## src/rtl/if_fetch_stage_pkg.sv

```systemverilog
// Shared constants for the instruction-fetch stage: datapath width,
// the flush/reset NOP encoding, and the control-flow opcodes that cause redirects.
package if_fetch_stage_pkg;

    localparam int PC_W = 32;

    // sll $0,$0,0 encodes as all zeros.
    localparam logic [PC_W-1:0] NOP_INST_DEF = 32'h0000_0000;

    localparam logic [5:0] OP_J   = 6'b000010;
    localparam logic [5:0] OP_BEQ = 6'b000100;
    localparam logic [5:0] OP_BNE = 6'b000101;

endpackage

```

## src/rtl/if_fetch_stage_if.sv

```systemverilog
// Fetch-stage signal bundle. Redirect/stall and ROM data flow into the stage;
// ROM address and IF/ID contents flow out. No valid/ready handshake: every
// input is sampled at each rising clock edge.
interface if_fetch_stage_if;
    import if_fetch_stage_pkg::*;

    logic            stall;
    logic            br_taken;
    logic [PC_W-1:0] br_base;
    logic [15:0]     br_imm;
    logic            jmp;
    logic [PC_W-1:0] jmp_base;
    logic [25:0]     jmp_index;
    logic [PC_W-1:0] imem_inst;
    logic [PC_W-1:0] imem_addr;
    logic [PC_W-1:0] id_inst;
    logic [PC_W-1:0] id_pc4;
    logic            id_valid;
    logic            fetch_fault;

    modport master (
        output stall, br_taken, br_base, br_imm, jmp, jmp_base, jmp_index, imem_inst,
        input  imem_addr, id_inst, id_pc4, id_valid, fetch_fault
    );

    modport slave (
        input  stall, br_taken, br_base, br_imm, jmp, jmp_base, jmp_index, imem_inst,
        output imem_addr, id_inst, id_pc4, id_valid, fetch_fault
    );

endinterface

```

## src/rtl/if_fetch_stage_next_pc.sv

```systemverilog
// Combinational next-PC selection: jump over branch over stall over sequential fetch.
// Also reports whether IF/ID should flush or capture this cycle.
module if_next_pc
    import if_fetch_stage_pkg::*;
(
    input  logic [PC_W-1:0] pc_i,
    input  logic            stall_i,
    input  logic            br_taken_i,
    input  logic [PC_W-1:0] br_base_i,
    input  logic [15:0]     br_imm_i,
    input  logic            jmp_i,
    input  logic [3:0]      jmp_base_hi_i,
    input  logic [25:0]     jmp_index_i,
    output logic [PC_W-1:0] pc_d_o,
    output logic [PC_W-1:0] pc_plus4_o,
    output logic            flush_o,
    output logic            advance_o
);

    logic [PC_W-1:0] br_target;
    logic [PC_W-1:0] jmp_target;

    assign pc_plus4_o = pc_i + 32'd4;
    assign br_target  = br_base_i + {{14{br_imm_i[15]}}, br_imm_i, 2'b00};
    assign jmp_target = {jmp_base_hi_i, jmp_index_i, 2'b00};

    always_comb begin
        pc_d_o    = pc_i;
        flush_o   = 1'b0;
        advance_o = 1'b0;
        // Redirects take precedence over stall so a resolved branch is never lost.
        if (jmp_i) begin
            pc_d_o  = jmp_target;
            flush_o = 1'b1;
        end else if (br_taken_i) begin
            pc_d_o  = br_target;
            flush_o = 1'b1;
        end else if (!stall_i) begin
            pc_d_o    = pc_plus4_o;
            advance_o = 1'b1;
        end
    end

endmodule

```

## src/rtl/if_fetch_stage.sv

```systemverilog
// Instruction-fetch stage: owns the PC, drives the ROM address, and registers
// the returned instruction into IF/ID. Raises a sticky advisory fault on bad PCs.
module if_fetch_stage
    import if_fetch_stage_pkg::*;
#(
    parameter logic [PC_W-1:0] RESET_PC   = 32'h0000_0000,
    parameter int              IMEM_WORDS = 32,
    parameter logic [PC_W-1:0] NOP_INST   = NOP_INST_DEF
) (
    input logic           clk,
    input logic           reset,
    if_fetch_stage_if.slave fif
);

    logic [PC_W-1:0] pc_q,    pc_d;
    logic [PC_W-1:0] inst_q,  inst_d;
    logic [PC_W-1:0] pc4_q,   pc4_d;
    logic            valid_q, valid_d;
    logic            fault_q, fault_d;
    logic [PC_W-1:0] pc_plus4;
    logic            flush;
    logic            advance;
    logic            pc_bad;

    if_next_pc u_next_pc (
        .pc_i          (pc_q),
        .stall_i       (fif.stall),
        .br_taken_i    (fif.br_taken),
        .br_base_i     (fif.br_base),
        .br_imm_i      (fif.br_imm),
        .jmp_i         (fif.jmp),
        .jmp_base_hi_i (fif.jmp_base[31:28]),
        .jmp_index_i   (fif.jmp_index),
        .pc_d_o        (pc_d),
        .pc_plus4_o    (pc_plus4),
        .flush_o       (flush),
        .advance_o     (advance)
    );

    // The check looks at the PC currently on the ROM bus, so a bad target flags one edge later.
    assign pc_bad = (pc_q[1:0] != 2'b00) || ({2'b00, pc_q[31:2]} >= 32'(IMEM_WORDS));

    always_comb begin
        inst_d  = inst_q;
        pc4_d   = pc4_q;
        valid_d = valid_q;
        fault_d = fault_q | pc_bad;
        if (flush) begin
            inst_d  = NOP_INST;
            pc4_d   = '0;
            valid_d = 1'b0;
        end else if (advance) begin
            inst_d  = fif.imem_inst;
            pc4_d   = pc_plus4;
            valid_d = 1'b1;
        end
    end

    always_ff @(posedge clk) begin
        if (reset) begin
            pc_q    <= RESET_PC;
            inst_q  <= NOP_INST;
            pc4_q   <= '0;
            valid_q <= 1'b0;
            fault_q <= 1'b0;
        end else begin
            pc_q    <= pc_d;
            inst_q  <= inst_d;
            pc4_q   <= pc4_d;
            valid_q <= valid_d;
            fault_q <= fault_d;
        end
    end

    assign fif.imem_addr   = pc_q;
    assign fif.id_inst     = inst_q;
    assign fif.id_pc4      = pc4_q;
    assign fif.id_valid    = valid_q;
    assign fif.fetch_fault = fault_q;

endmodule

```

## src/flat_wrapper.sv

```systemverilog
// flat-port wrapper written by rule: the top's interface ports become plain ports
module if_fetch_stage_flat import if_fetch_stage_pkg::*;
#(
    parameter logic [PC_W-1:0] RESET_PC   = 32'h0000_0000,
    parameter int              IMEM_WORDS = 32,
    parameter logic [PC_W-1:0] NOP_INST   = NOP_INST_DEF
)
  (clk, reset, fif_stall, fif_br_taken, fif_br_base, fif_br_imm, fif_jmp, fif_jmp_base, fif_jmp_index, fif_imem_inst, fif_imem_addr, fif_id_inst, fif_id_pc4, fif_id_valid, fif_fetch_fault);
  if_fetch_stage_if fif_i ();
  input logic clk;
  input logic reset;
  input wire logic [$bits(fif_i.stall)-1:0] fif_stall;
  input wire logic [$bits(fif_i.br_taken)-1:0] fif_br_taken;
  input wire logic [$bits(fif_i.br_base)-1:0] fif_br_base;
  input wire logic [$bits(fif_i.br_imm)-1:0] fif_br_imm;
  input wire logic [$bits(fif_i.jmp)-1:0] fif_jmp;
  input wire logic [$bits(fif_i.jmp_base)-1:0] fif_jmp_base;
  input wire logic [$bits(fif_i.jmp_index)-1:0] fif_jmp_index;
  input wire logic [$bits(fif_i.imem_inst)-1:0] fif_imem_inst;
  output wire logic [$bits(fif_i.imem_addr)-1:0] fif_imem_addr;
  output wire logic [$bits(fif_i.id_inst)-1:0] fif_id_inst;
  output wire logic [$bits(fif_i.id_pc4)-1:0] fif_id_pc4;
  output wire logic [$bits(fif_i.id_valid)-1:0] fif_id_valid;
  output wire logic [$bits(fif_i.fetch_fault)-1:0] fif_fetch_fault;
  assign fif_i.stall = fif_stall;
  assign fif_i.br_taken = fif_br_taken;
  assign fif_i.br_base = fif_br_base;
  assign fif_i.br_imm = fif_br_imm;
  assign fif_i.jmp = fif_jmp;
  assign fif_i.jmp_base = fif_jmp_base;
  assign fif_i.jmp_index = fif_jmp_index;
  assign fif_i.imem_inst = fif_imem_inst;
  assign fif_imem_addr = fif_i.imem_addr;
  assign fif_id_inst = fif_i.id_inst;
  assign fif_id_pc4 = fif_i.id_pc4;
  assign fif_id_valid = fif_i.id_valid;
  assign fif_fetch_fault = fif_i.fetch_fault;
  if_fetch_stage #(.RESET_PC(RESET_PC), .IMEM_WORDS(IMEM_WORDS), .NOP_INST(NOP_INST)) u_core (.clk(clk), .reset(reset), .fif(fif_i));
endmodule
```

## config.mk

```make
export PLATFORM = sky130hd
export DESIGN_NAME = if_fetch_stage_flat
export DESIGN_NICKNAME = d
export VERILOG_FILES = /design/src/rtl/if_fetch_stage_pkg.sv /design/src/rtl/if_fetch_stage_if.sv /design/src/rtl/if_fetch_stage_next_pc.sv /design/src/rtl/if_fetch_stage.sv /design/src/flat_wrapper.sv
export SDC_FILE = /design/constraint.sdc
export NUM_CORES = 1
export LEC_CHECK = 0
export ABC_AREA = 0
export CORE_ASPECT_RATIO = 1.2
export CORE_MARGIN = 4
export CORE_UTILIZATION = 45
export DETAILED_ROUTE_END_ITERATION = 8
export HOLD_SLACK_MARGIN = 0.06
export PLACE_DENSITY = 0.79
export SYNTH_ARGS = -nofsm -noshare
export SYNTH_HDL_FRONTEND = slang
export SYNTH_SLANG_ARGS = --single-unit
```

## constraint.sdc

```tcl
create_clock -name clk -period 3.25 [get_ports clk]
set_input_delay 0.4875 -clock clk [delete_from_list [all_inputs] [get_ports clk]]
set_output_delay 0.4875 -clock clk [all_outputs]
set_load 0.01 [all_outputs]
```

Yosys cells after proc, flatten, opt, wreduce, memory -nomap -nowiden
Index checks and enable logic that the tools add are counted.
- add/subtract/negate cells: 2
- multipliers: 0
- div/mod/pow operators: 0
- $lt $le $gt $ge: 1
- eq/ne operators: 2
- shifts and indexed selects: 0
- multiplexer cells: 8
- bitwise operators: 1
- reduce and logical (&&, ||, !) cells: 4
- operators by type and width (operator ; count):
    $mux W32 ; 3
    $add A32 B3 Y32 const B ; 1
    $add A32 B32 Y32 ; 1
    $ge A30 B6 Y1 const B ; 1
    $mux W1 ; 5
    $reduce_or A2 Y1 ; 2
    $ne A3 B1 Y1 const B ; 1
    $ne A2 B1 Y1 const B ; 1
    $reduce_bool A2 Y1 ; 1
    $logic_or A1 B1 Y1 ; 1
    $or A1 B1 Y1 ; 1
- bits in registers: 98
- latch bits: 0
- RAM bits: 0
- memory bits (read-only): 0
- bits of input ports: 143
- output and inout port bits: 98
- logic and storage cells: 24
- memories: 0

Longest topological paths before layout
- word-level depth: 4
- depth in mapped cells: 8
- mapped depth without buffers: 8

By module
A second synthesis with hierarchy kept.
- cell total of the unflattened synthesis: 808
- area, all modules: 6566.3 sq um
- by module, submodules not included (module ; times used ; cells each ; area an instance (sq um) ; seq. area each (sq um)):
    if_next_pc ; 1 ; 521 ; 3310.7 ; 0.0
    if_fetch_stage ; 1 ; 287 ; 3255.6 ; 1961.9

Worst setup path after synthesis
OpenSTA, ideal clock, no wires.
- path type: input to register
- from: input port fif_br_imm[0]
- to: register u_core.pc_q[26] (netlist: u_core.fif.imem_addr[26])
- setup time: 0.116 ns
- data arrival time: 2.583 ns
- data required time: 3.134 ns
- setup slack: 0.550 ns
- cell stages on the path: 8
- path buffers: 0
- cells stage by stage: ha_1 fa_1 a21oi_1 o211ai_1 a31oi_1 a2111oi_0 or3_1 a31o_2
- word-level cells in the longest chain between the ends: 3
- RTL lines (what ; line ; RTL):
    start, declared ; flat_wrapper.sv:15 ; input wire logic [$bits(fif_i.br_imm)-1:0] fif_br_imm;
    $add A32 B32 Y32 ; if_fetch_stage_next_pc.sv:24 ; assign br_target = br_base_i + {{14{br_imm_i[15]}}, br_imm_i, 2'b00};
    $mux W32 ; if_fetch_stage_next_pc.sv:35 ; end else if (br_taken_i) begin
    $mux W32 ; if_fetch_stage_next_pc.sv:32 ; if (jmp_i) begin
    end signal, assigned ; if_fetch_stage.sv:67 ; pc_q <= pc_d;
    end, declared ; if_fetch_stage.sv:15 ; logic [PC_W-1:0] pc_q, pc_d;
Every way passes these cells.
A chain may end at the register's enable or synchronous reset.

Worst setup path after layout
Ends and elaborated chain as after synthesis.

==> flow_summary.yaml <==
setup_path:
  worstReg2RegStart: "u_core.fif.imem_addr[2]"
  cp.required_ns: 3.49
  worst-endpoint-arrival_ns: 3.02
  worst-setup-path-type: "in2reg"
  worst_r2r_path_depth: 7
  timing.reg2reg.setup_slack_ns: 0.62
  buffers_and_inverters_on_the_worst_path: 2
  critical_path.startpoint_type: "input pin"
  regToRegEndpoint: "u_core.fif.imem_addr[26]"
  timing.critical_path.slowest_cell_delay_ns: 0.41
  critical_path.cell_chain: "clkdlybuf4s50_1 -> ha_1 -> fa_1 -> a21oi_1 -> o211ai_1 -> a31oi_1 -> buf_4 -> a2111oi_0 -> or3_1 -> a31o_2"
  worst_path_max_delay_cell: "clkdlybuf4s50_1"
  timing.critical_path.to_type: "register"
  path_delay_family: "compound AO/OA/AOI/OAI gates"
  critical_path.max_fanout: 8
sta:
  setup_viol_count_final: 0
  finalCriticalPeriod_ns: 2.78
  final_max_slew_viol_count: 0
  worst_slew_pin_slew_ns: 0.717
  unrepaired_setup_endpoints_after_global_routing: "no"
  fmax_mhz: 360
  max-slew-margin-rel_pct: 52.2
  layout_worst_path_cycle_share_pct: 85.5
  layout_setup_ws_ns: 0.471
  hold_viol_final: 0
  hold_slack_ns: 0.457
  post_route_skew_ns: 0.00543
  fin_setup_tns_ns: 0
clocking:
  cts.sink_count: 98
  clkLatencyLatePin_ns: 0.35
  cts-hold-fix-buffers: 0
  cts_tree: "done"
  cts_clock_pin_slew_for_the_worst_setup_and_hold_paths_ns: 0.07
  cts_inserted_buffers: 9
  cts_root_buffer: "clkbuf_16"
  htree_levels: 3
  cts-resized-gates: 0
  clockBufferDepth: 2
  post_cts_buffers: 0
global_routing:
  number_of_antenna_violations_at_the_first_check_in_global_routing: 0
  maximum_number_of_pins_on_one_net_before_global_route_repair: 50
  grt_usage_pct: 24.6
  grt.busiest_layer: "met2"
  grt_pass1_wl_um: 32500
  number_of_global_route_vias_before_repair: 6347
  gr-total-overflow: 0
  grt.met1_usage_pct: 31.3
  grt_util_met2_pct: 40.9
  global_route.usage.met3_pct: 4.89
floorplan:
  floorplan.rows: 47
  fp.dieArea_um2: 16200
  placeableCoreArea_um2: 13900
  floorplan.initialDensity_pct: 46.2
  fp.dieW_um: 117
  io-pin-count: 241
  die-height_um: 139
power:
  power.internal_mw: 2.26
  power.static_leakage_nw: 3.46
  maximum_ir_drop_on_the_vdd_rail_mv: 0.307
  share_of_total_power_in_combinational_logic_pct: 27.4
  net-switching-power_mw: 1.03
  power_frac_seq_pct: 40.8
  clock_power_share_pct: 31.8
  swShare_pct: 31.2
  power_density_nw_per_um2: 364
synthesis:
  ys.flop_type: "dfxtp_1"
  synthesis.instances: 802
  synth-seq-cells: 98
  ys_async_sr_fraction_pct: 0
  synth-edff-count: 0
  synth-seq-area-share_pct: 30.6
  synth.net_count: 977
  synthesis.area_per_instance_um2: 8.00
  post_synth_instance_area_um2: 6410
  proportion_of_netlist_area_held_by_the_largest_area_contributor_pct: 30.6
  synth.area.top_cells: "dfxtp_1, mux2i_1, ha_1"
  synth_top_area_cell: "dfxtp_1"
  yosys_warnings: 0
  yosysUniqueCellTypes: 71
routing:
  count_of_antenna_violating_nets_left_after_detailed_routing: 0
  drt-pass1-iter-count: 5
  post_drt_wl_per_cell_um: 17.5
  postRouteWirelength_um: 20600
  drtIter0Drc: 620
  routed-via-count: 6775
  detail_route.vias_per_cell: 5.76
  drcViolationCount: 0
hold_path:
  min_delay_path_depth: 2
  min-delay-path-class: "reg2reg"
  hp-start: "u_core.fif.id_pc4[25]"
  worst_hold_path.endpoint: "u_core.fif.id_pc4[25]"
placement:
  dp_worst_setup_slack_ns: 0.0904
  finalWeightedCongestion: 0.931
  port_buf_inserts: 212
  detailedPlacementHpwl_um: 16100
layout:
  antenna_cells_inserted: 0
  final_util_pct: 65.1
  final_cell_mix: "clkdlybuf4s50_1, dfxtp_1, nor2_1"
  area_delta_synth_final_pct: 40.9
  drive_gt1_share_pct: 6.86
  layout.nets: 1176
  layout_commonest_cell: "clkdlybuf4s50_1"
job:
  maxCapViolations: 0
run_status:
  run_status: "completed"
[stage by stage]
step | std cells | instance area [µm²] | total power [mW]
after floorplan | 802 | 6410 | 1.84
after global placement | 1161 | 8750 | 2.25
after detailed placement | 1161 | 8750 | 2.26
after CTS | 1177 | 9030 | 3.30
after global routing | 1177 | 9030 | 3.44
final | 1177 | 9030 | 3.29
[Yosys cell counts (4+ instances only)]
| master | n |
|---|---|
| a2111oi_0 | 5 |
| a211oi_1 | 15 |
| a21o_1 | 7 |
| a21oi_1 | 66 |
| a221oi_1 | 4 |
| a22oi_1 | 4 |
| a31o_2 | 4 |
| a31oi_1 | 7 |
| and2_1 | 4 |
| and3_1 | 12 |
| and4_1 | 6 |
| buf_1 | 6 |
| buf_2 | 8 |
| clkbuf_1 | 34 |
| dfxtp_1 | 98 |
| ha_1 | 31 |
| inv_1 | 17 |
| mux2i_1 | 44 |
| nand2_1 | 68 |
| nand2b_1 | 6 |
| nand3_1 | 21 |
| nand4_1 | 11 |
| nor2_1 | 83 |
| nor2b_1 | 5 |
| nor3_1 | 28 |
| nor4_1 | 18 |
| nor4_2 | 4 |
| o211ai_1 | 4 |
| o21a_1 | 9 |
| o21ai_0 | 46 |
| o21bai_1 | 5 |
| o221ai_1 | 6 |
| o22ai_1 | 4 |
| o31ai_1 | 5 |
| or3_1 | 7 |
| or4_1 | 4 |
| xnor2_1 | 25 |
| xor2_1 | 21 |
[registers in the layout, indices dropped and copies added, names as in the netlist, named ones only]
name                    flops
u_core.fif.id_pc4          32
u_core.fif.id_inst         32
u_core.fif.imem_addr       30
u_core.fif.fetch_fault      1
u_core.fif.id_valid         1
[power by group through the flow]
stage / registers (mW) / logic (mW) / clock network [mW]
floorplan: 1.35 / 0.490 / 0
global placement: 1.37 / 0.885 / 0
detailed placement: 1.37 / 0.892 / 0
CTS: 1.34 / 0.896 / 1.06
global route: 1.35 / 0.984 / 1.10
finish: 1.34 / 0.900 / 1.05
[cell families (layout without fill, tap and decap cells)]
| family | count (synthesis) | in the layout | share of synthesized area [%] |
|---|---|---|---|
| simple gates | 289 | 289 | 22.6 |
| compound gates | 220 | 220 | 22.3 |
| flops | 98 | 98 | 30.6 |
| buf+inv | 70 | 274 | 4.43 |
| mux | 47 | 47 | 7.39 |
| xor+xnor | 46 | 46 | 6.28 |
| fa+ha+maj | 32 | 32 | 6.36 |
[area by class of cell]
| class | count | area [µm²] |
|---|---|---|
| Clock buffer | 10 | 239 |
| Clock inverter | 6 | 48.8 |
| Fill cell | 1217 | 4840 |
| Inverter | 17 | 63.8 |
| Multi-Input combinational cell | 634 | 4170 |
| Sequential cell | 98 | 1960 |
| Tap cell | 171 | 214 |
| Timing Repair Buffer | 241 | 2340 |
[tightest hold or removal path, cell delays in order, from the launching register on]
cell,delay (ns)
dfxtp_1,0.31
nand2_1,0.05
a21oi_1,0.05
[metal layers]
| metal | up-vias | wire (µm) |
|---|---|---|
| li1 | 3353 | - |
| met1 | 3087 | 8550 |
| met2 | 295 | 9730 |
| met3 | 40 | 1740 |
| met4 | 0 | 607 |
| met5 | - | 0 |
[worst max path at each step]
| stage | from | endpoint | slack [ns] | cells after the start |
|---|---|---|---|---|
| 4_1_cts | fif_br_imm[15] | u_core.fif.imem_addr[27] | 0.46 | 8 |
| 2_1_floorplan | fif_br_imm[0] | u_core.fif.imem_addr[26] | 0.55 | 8 |
| 6_report | fif_br_imm[0] | u_core.fif.imem_addr[26] | 0.47 | 10 |
| 3_3_place_gp | fif_br_imm[15] | u_core.fif.imem_addr[27] | 0.12 | 9 |
| 3_5_place_dp | fif_br_imm[15] | u_core.fif.imem_addr[27] | 0.09 | 8 |
| 5_1_grt | fif_br_imm[15] | u_core.fif.imem_addr[26] | 0.26 | 9 |
(Power assumes the default switching activity.)
